[src/rtl/float2int_pkg.sv]
// float2int_pkg: shared widths, FSM state type and shift-count helper for the
// 7-bit minifloat (3-bit exponent, 4-bit mantissa) to 11-bit integer decoder.
// The field widths are fixed here. INT_W = MANT_W + 2**EXP_W - 1 is the only
// supported combination.
package float2int_pkg;

    localparam int unsigned EXP_W   = 3;
    localparam int unsigned MANT_W  = 4;
    localparam int unsigned FLOAT_W = EXP_W + MANT_W;
    localparam int unsigned SIG_W   = MANT_W + 1;
    localparam int unsigned INT_W   = MANT_W + (1 << EXP_W) - 1;

    typedef enum logic [1:0] {
        StIdle,
        StShift,
        StDone
    } state_e;

    // Left shift applied to the significand. exp 0 is subnormal and uses no
    // shift, which makes exp 0 and exp 1 share the same scale.
    function automatic logic [EXP_W-1:0] init_shift(input logic [EXP_W-1:0] exp);
        return (exp == '0) ? '0 : exp - 1'b1;
    endfunction

endpackage

[src/rtl/f2i_unpack.sv]
// f2i_unpack: combinational field split for the minifloat decoder.
//   float_i : {exp, mant}
//   sig_o   : significand with the hidden bit inserted (iterative build)
//   cnt_o   : number of left shifts still to apply (iterative build)
//   value_o : fully shifted integer (only when FLOAT2INT_FAST_EN is defined)
module f2i_unpack
    import float2int_pkg::*;
(
    input  logic [FLOAT_W-1:0] float_i,
`ifdef FLOAT2INT_FAST_EN
    output logic [INT_W-1:0]   value_o
`else
    output logic [SIG_W-1:0]   sig_o,
    output logic [EXP_W-1:0]   cnt_o
`endif
);

    logic [EXP_W-1:0]  exp;
    logic [MANT_W-1:0] mant;
    logic [SIG_W-1:0]  sig;
    logic [EXP_W-1:0]  cnt;

    assign exp  = float_i[FLOAT_W-1:MANT_W];
    assign mant = float_i[MANT_W-1:0];
    // The hidden bit is present for every normal exponent.
    assign sig  = {(exp != '0), mant};
    assign cnt  = init_shift(exp);

`ifdef FLOAT2INT_FAST_EN
    assign value_o = INT_W'(sig) << cnt;
`else
    assign sig_o = sig;
    assign cnt_o = cnt;
`endif

endmodule

[src/rtl/float2int_seq.sv]
// float2int_seq: sequential minifloat-to-integer converter with valid/ready
// handshakes on both sides.
//   clk, rst_n           : clock, synchronous active-low reset
//   in_valid/in_ready    : input handshake, in_float = {exp[2:0], mant[3:0]}
//   out_valid/out_ready  : output handshake, out_int = 11-bit result
//   busy                 : registered, high whenever the FSM is not idle
// Build option FLOAT2INT_FAST_EN: barrel-shift in the accept cycle and go
// straight to DONE. Without it, one bit is shifted per cycle in SHIFT.
module float2int_seq
    import float2int_pkg::*;
(
    input  logic               clk,
    input  logic               rst_n,
    input  logic               in_valid,
    output logic               in_ready,
    input  logic [FLOAT_W-1:0] in_float,
    output logic               out_valid,
    input  logic               out_ready,
    output logic [INT_W-1:0]   out_int,
    output logic               busy
);

    state_e           state_q, state_d;
    logic [INT_W-1:0] out_q, out_d;
    logic             busy_q;

`ifdef FLOAT2INT_FAST_EN
    logic [INT_W-1:0] value;

    f2i_unpack u_unpack (
        .float_i (in_float),
        .value_o (value)
    );
`else
    logic [SIG_W-1:0] sig;
    logic [EXP_W-1:0] init_cnt;
    logic [INT_W-1:0] acc_q, acc_d;
    logic [EXP_W-1:0] cnt_q, cnt_d;

    f2i_unpack u_unpack (
        .float_i (in_float),
        .sig_o   (sig),
        .cnt_o   (init_cnt)
    );
`endif

    // out_q is written only on entry to DONE, so it holds the last result
    // while a new conversion is shifting.
    always_comb begin
        state_d = state_q;
        out_d   = out_q;
`ifndef FLOAT2INT_FAST_EN
        acc_d   = acc_q;
        cnt_d   = cnt_q;
`endif
        unique case (state_q)
            StIdle: begin
                if (in_valid) begin
`ifdef FLOAT2INT_FAST_EN
                    state_d = StDone;
                    out_d   = value;
`else
                    acc_d = INT_W'(sig);
                    cnt_d = init_cnt;
                    if (init_cnt == '0) begin
                        state_d = StDone;
                        out_d   = INT_W'(sig);
                    end else begin
                        state_d = StShift;
                    end
`endif
                end
            end
`ifndef FLOAT2INT_FAST_EN
            StShift: begin
                acc_d = acc_q << 1;
                cnt_d = cnt_q - 1'b1;
                if (cnt_q == EXP_W'(1)) begin
                    state_d = StDone;
                    out_d   = acc_q << 1;
                end
            end
`endif
            StDone: begin
                if (out_ready) begin
                    state_d = StIdle;
                end
            end
            default: state_d = StIdle;
        endcase
    end

    always_ff @(posedge clk) begin
        if (!rst_n) begin
            state_q <= StIdle;
            out_q   <= '0;
            busy_q  <= 1'b0;
`ifndef FLOAT2INT_FAST_EN
            acc_q   <= '0;
            cnt_q   <= '0;
`endif
        end else begin
            state_q <= state_d;
            out_q   <= out_d;
            busy_q  <= (state_d != StIdle);
`ifndef FLOAT2INT_FAST_EN
            acc_q   <= acc_d;
            cnt_q   <= cnt_d;
`endif
        end
    end

    assign in_ready  = (state_q == StIdle);
    assign out_valid = (state_q == StDone);
    assign out_int   = out_q;
    assign busy      = busy_q;

endmodule

[config.mk]
export PLATFORM = sky130hd
export DESIGN_NAME = float2int_seq
export DESIGN_NICKNAME = d
export VERILOG_FILES = /design/src/rtl/float2int_pkg.sv /design/src/rtl/f2i_unpack.sv /design/src/rtl/float2int_seq.sv
export SDC_FILE = /design/constraint.sdc
export NUM_CORES = 1
export LEC_CHECK = 0
export ABC_AREA = 1
export CORE_ASPECT_RATIO = 1.1
export CORE_MARGIN = 3
export CORE_UTILIZATION = 45
export CTS_CLUSTER_SIZE = 12
export DETAILED_ROUTE_END_ITERATION = 8
export PLACE_DENSITY = 0.78
export SLEW_MARGIN = 20
export SYNTH_ARGS = -nofsm -noshare
export SYNTH_HDL_FRONTEND = slang
export SYNTH_SLANG_ARGS = --single-unit
[constraint.sdc]
create_clock -name clk -period 1.5 [get_ports clk]
set_clock_uncertainty 0.2 [all_clocks]
set_input_delay 0.375 -clock clk [delete_from_list [all_inputs] [get_ports clk]]
set_output_delay 0.375 -clock clk [all_outputs]
set_load 0.05 [all_outputs]
==> Yosys cells after proc, flatten, opt, wreduce, memory -nomap -nowiden <==
Cells that the tools add are included.
Widths: inputs -> output; s select.
{ "word_totals": {"reg_bits": 27, "output_inout_bits": 14, "word_cells": 35, "inputBits": 11} }
{ "classes": {"n_mux": 14, "reduce_logical": 8, "eq_ne": 6, "n_addsub": 2} }
{ "ops": {"columns": ["cell", "n"], "rows": [
  ["$mux 11", 3],
  ["$pmux 11 s2", 1],
  ["$pmux 10 s2", 1],
  ["$mux 10", 1],
  ["$mux 2", 4],
  ["$logic_not 3->1", 2],
  ["$mux 3", 2],
  ["$pmux 2 s3", 1],
  ["$pmux 3 s2", 1],
  ["$sub 3x1->3 const B", 2],
  ["$ne 2x2->1 const B", 2],
  ["$reduce_and 4->1", 1],
  ["$reduce_bool 2->1", 2],
  ["$eq 3x1->1 const B", 1],
  ["$reduce_bool 3->1", 1],
  ["$eq 2x1->1 const B", 1],
  ["$eq 2x2->1 const B", 1],
  ["$logic_not 2->1", 1],
  ["$ne 2x1->1 const B", 1],
  ["$reduce_and 2->1", 1]
]} }

==> Logic depth before layout (Yosys ltp) <==
{ "logic_depth": {"depth_word": 7, "depth_mapped": 10, "mapped_depth_nobuf": 10} }

==> Hierarchy <==
Synthesis repeated with hierarchy kept, for this count alone.
{ "hier_totals": {"hier_cells": 192, "hier_area_um2": 1310.0} }
{ "modules_own_cells": {"columns": ["module", "area_per_inst_um2", "seq_area_each_um2", "cells_each", "n_inst"], "rows": [
  ["float2int_seq", 1222.4, 540.5, 178, 1],
  ["f2i_unpack", 87.6, 0.0, 14, 1]
]} }

==> Worst setup path before layout <==
OpenSTA, ideal clock, no wires.
{ "synth_timing": {"path_kind": "flip-flop to flip-flop", "start": "reg state_q[0]", "end": "reg out_q[1] (netlist: out_int[1])", "arrival_time_ns": 1.650, "setup_time_ns": 0.117, "slack_ns": -0.467, "synth_period_minus_slack_ns": 1.967, "required_time_ns": 1.183, "path_buffers": 1, "path_stages_with_launch": 6, "cell_sequence": "dfxtp_1 nor2_1 nand2_2 buf_6 a21oi_1 nor2_1"} }
{ "synth_between": {"elab_chain_cells": 3, "word_cells_on_any_way": 8, "cone_classes": "4 x eq/ne; 1 x mux; 3 x reduce/logical"} }
{ "synth_rtl": {"columns": ["item", "line", "text"], "rows": [
  ["from (decl)", "float2int_seq.sv:23", "state_e state_q, state_d;"],
  ["from (signal assigned)", "float2int_seq.sv:95", "state_q <= StIdle;"],
  ["from (signal assigned)", "float2int_seq.sv:103", "state_q <= state_d;"],
  ["$logic_not 2->1 (*)", null, null],
  ["via in_ready", "float2int_seq.sv:15", "output logic in_ready,"],
  ["$ne 2x1->1 (no source line), or another cell as far along", null, null],
  ["$reduce_and 4->1 (no source line)", null, null],
  ["to (signal assigned)", "float2int_seq.sv:104", "out_q <= out_d;"],
  ["to (decl)", "float2int_seq.sv:24", "logic [INT_W-1:0] out_q, out_d;"]
]} }
Mark *: on every way through the listed nets, which the timed path passes. The rest lies on a longest branch.
A chain may end at the register's enable or synchronous reset.

==> Worst setup path in the final report <==
{ "layout_timing": {"start": "reg state_q[0]", "end": "reg out_q[9] (netlist: out_int[9])"} }
{ "layout_between": {"elab_chain_cells": 3, "word_cells_on_any_way": 8, "cone_classes": "4 x eq/ne; 1 x mux; 3 x reduce/logical"} }
{ "layout_rtl": {"columns": ["item", "line", "text"], "rows": [
  ["$eq 2x1->1 / $logic_not 2->1 (equally long branches)", "float2int_seq.sv:56", "unique case (state_q)"],
  ["$ne 2x2->1 (no source line), or another cell as far along", null, null],
  ["$reduce_and 4->1 (no source line)", null, null]
]} }
Several ways; a longest one is shown, not always the timed one.

==> reports/results.md <==
• **maximum level of the CTS H-tree** 1
• **ratio of routed vias to standard cells** 5.85
• **antenna-violating nets left** 0
• **flop and latch count out of synthesis** 27
• **routed wire length per instance** 19.5 um
• **final hold slack** 0.302 ns
• **CP Capture Type** register
• **TritonCTS buffer count** 3
• **data arrival time at the worst-slack endpoint** 1.82 ns
• **highest net fanout along the worst path** 7
• **dominant delay contributor by cell family on the critical path** buffers and inverters
• **critical path's most frequent cell** buf_6
• **post-synthesis area per instance** 7.25 um^2
• **startpoint kind of the worst setup timing path** register
• **initial cell density of the core** 49.3%
• **RSZ-0062 raised after global routing** yes
• **crit path buf inv count** 4
• **share of cells above drive strength 1** 57.1%
• **maximum operating frequency** 581 MHz
• **run status** finished, violations left
• **area delta synth->final** 82.2%
• **# nets final** 256
• **area of the mapped netlist** 0.00129 mm^2
• **number of detailed-routing iterations run before antenna repair** 4
• **number of remaining DRC errors** 0
• **routed wire length** 5280 um
• **multi-input gate area in the final layout** 922 um^2
• **Core Rows** 19
• **area of the die** 0.00355 mm^2
• **failing checks** setup timing
• **Vias** 1585
• **clock slew seen by the registers of the worst setup and hold paths** 0.17 ns
• **die width** 57.1 um
• **sequential cell area in the final layout** 558 um^2
• **cell count after synthesis** 178
• **DPL Wire Length** 2570 um
• **total power after layout** 0.00244 W
• **input/output buffers** 24
• **Filler cells** 118
• **TritonCTS clock tree** built
• **distinct cell type count after synthesis** 24
• **final sum of negative setup slack** -2.58 ns
• **power density over the cells** 1040 mW/mm^2
• **global router's overall resource usage** 25.4%
• **hold violation total from the final report** 0
• **Leak** 1.02 nW
• **Final GP Congestion** 0.904
• **drt first-iter violations** 90
• **slowest stage delay, CP** 0.37 ns
• **initial antenna violation count** 0
• **number of standard cells in the final layout excluding fillers** 271
• **Ys Warns** 0
• **vertical die dimension** 62.2 um
• **maximum number of pins on one net before global-route repair** 17
• **final slew viol count** 0
• **Max-cap violations** 0
• **category of the most critical setup path** register to register
• **Worst Max-Slew Pin Slew** 0.331 ns
• **final setup violation count** 19
• **share of the clock period used by the worst path** 115%
• **worst-path cell chain** buf_6 > buf_4 > nor2_4 > inv_2 > o21ai_4 > buf_6 > nand2_8 > nand2_2 > nand2_1 > nor2_1
• **post-route setup slack** -0.221 ns
• **first-pass GRT wire length** 7090 um
• **cell at the root of the clock tree** clkbuf_4
• **total inserted antenna cells** 0
• **top library cells by usage in the layout, fill and taps aside** buf_4, nor2_1, nand2_1
• **cell with the biggest individual delay on the critical path** dfxtp_2
• **most common cell after layout, fill and taps aside** buf_4
• **vias in the first global route** 1492
• **design area** 0.00235 mm^2
• **post-synth net total** 193
• **GR Overflow Total** 0
• **placed inst area** 0.00188 mm^2
• **worst hold path class** register to register
• **number of cells in the design after placement** 251
• **cts hold-fix bufs** 0
• **max_slew headroom** 77.8%
• **Clk Latency, worst-skew pair** 0.35 ns
• **Clock Tree Buf Depth** 2
• **IR drop worst, VDD** 975 uV
• **Final Critical Period** 1.72 ns
• **clock sink count** 27
• **sequential cell area fraction in the yosys report** 41.9%
• **I/O pin total** 25
• **worst path required time** 1.60 ns
• **area of the core** 0.00262 mm^2
-- cell type report --
cell class	count	area share (%)
sequential	27	23.7
multi-input combinational	127	39.2
clock inverter	1	0.319
clock buffer	3	0.958
inverter	20	3.30
tap	31	1.65
timing repair buffer	62	30.8
-- timing repair --
action | 4_1_cts | 5_1_grt
buffers inserted | 10 | 3
cloned | 3 | 0
setup endpoints to repair | 20 | 37
gates resized for setup | 50 | 65
pin swaps | 13 | 15
-- flip-flops by register name, indices dropped and copies added (netlist names) --
name     count
out_int     11
acc_q       10
cnt_q        3
state_q      2
busy         1
-- layer usage --
| layer | track usage, % | up-vias | routed length, um |
|---|---|---|---|
| met5 | 0 | - | 0 |
| met4 | 10.1 | 0 | 317 |
| met3 | 4.35 | 36 | 430 |
| met2 | 47.7 | 124 | 2710 |
| met1 | 27.3 | 735 | 1830 |
| li1 | - | 690 | - |
-- per-stage QoR --
stage                     setup WS (ns)  utilization (%)
after detailed placement         -0.754             71.9
after CTS                        -0.193             81.4
after floorplan                 -0.0782                -
after global placement           -0.625             71.9
after global routing             -0.267             89.9
final                            -0.221             89.9
-- kinds of logic (layout without fill, tap and decap cells) --
family / Yosys count / count (layout) / synth area share [%]
compound gates: 34 / 34 / 14.7
buf+inv: 26 / 86 / 10.3
simple gates: 87 / 89 / 29.2
flops: 27 / 27 / 41.9
fa+ha+maj: 4 / 4 / 3.88
-- path summary, 6_finish.rpt --
check	startpoint	to	slack, ns	depth (start not counted)
worst min register to register	acc_q[0]	acc_q[0]	0.30	2
worst max register to register	state_q[0]	out_int[9]	-0.22	10
worst min-delay path	acc_q[0]	acc_q[0]	0.30	2
worst max-delay path	state_q[0]	out_int[9]	-0.22	10
-- power breakdown --
| group | internal [W] | switching [W] | leakage (nW) | total, W |
|---|---|---|---|---|
| Clock | 0.000102 | 0.000251 | 0.0139 | 0.000354 |
| Combinational | 0.000543 | 0.000660 | 0.776 | 0.00120 |
| Sequential | 0.000804 | 0.0000782 | 0.227 | 0.000882 |
-- tightest hold or removal path, cell delays in order (launching register included) --
cell and delay, ns:
dfxtp_1 0.35, nand2_1 0.07, a21oi_1 0.06
-- cell usage after synthesis, drive strengths merged --
cell type	count	area share, %
a21oi	21	8.1
and2	1	0.49
buf	6	4.5
clkinv	1	0.29
dfxtp	27	42
ha	4	3.9
inv	19	5.5
nand2	41	13
nand3	9	3.9
nor2	32	9.7
nor3	1	0.39
o21ai	12	6.1
o22ai	1	0.49
or2	3	1.5
No activity file was read; power rests on OpenSTA's default activity.
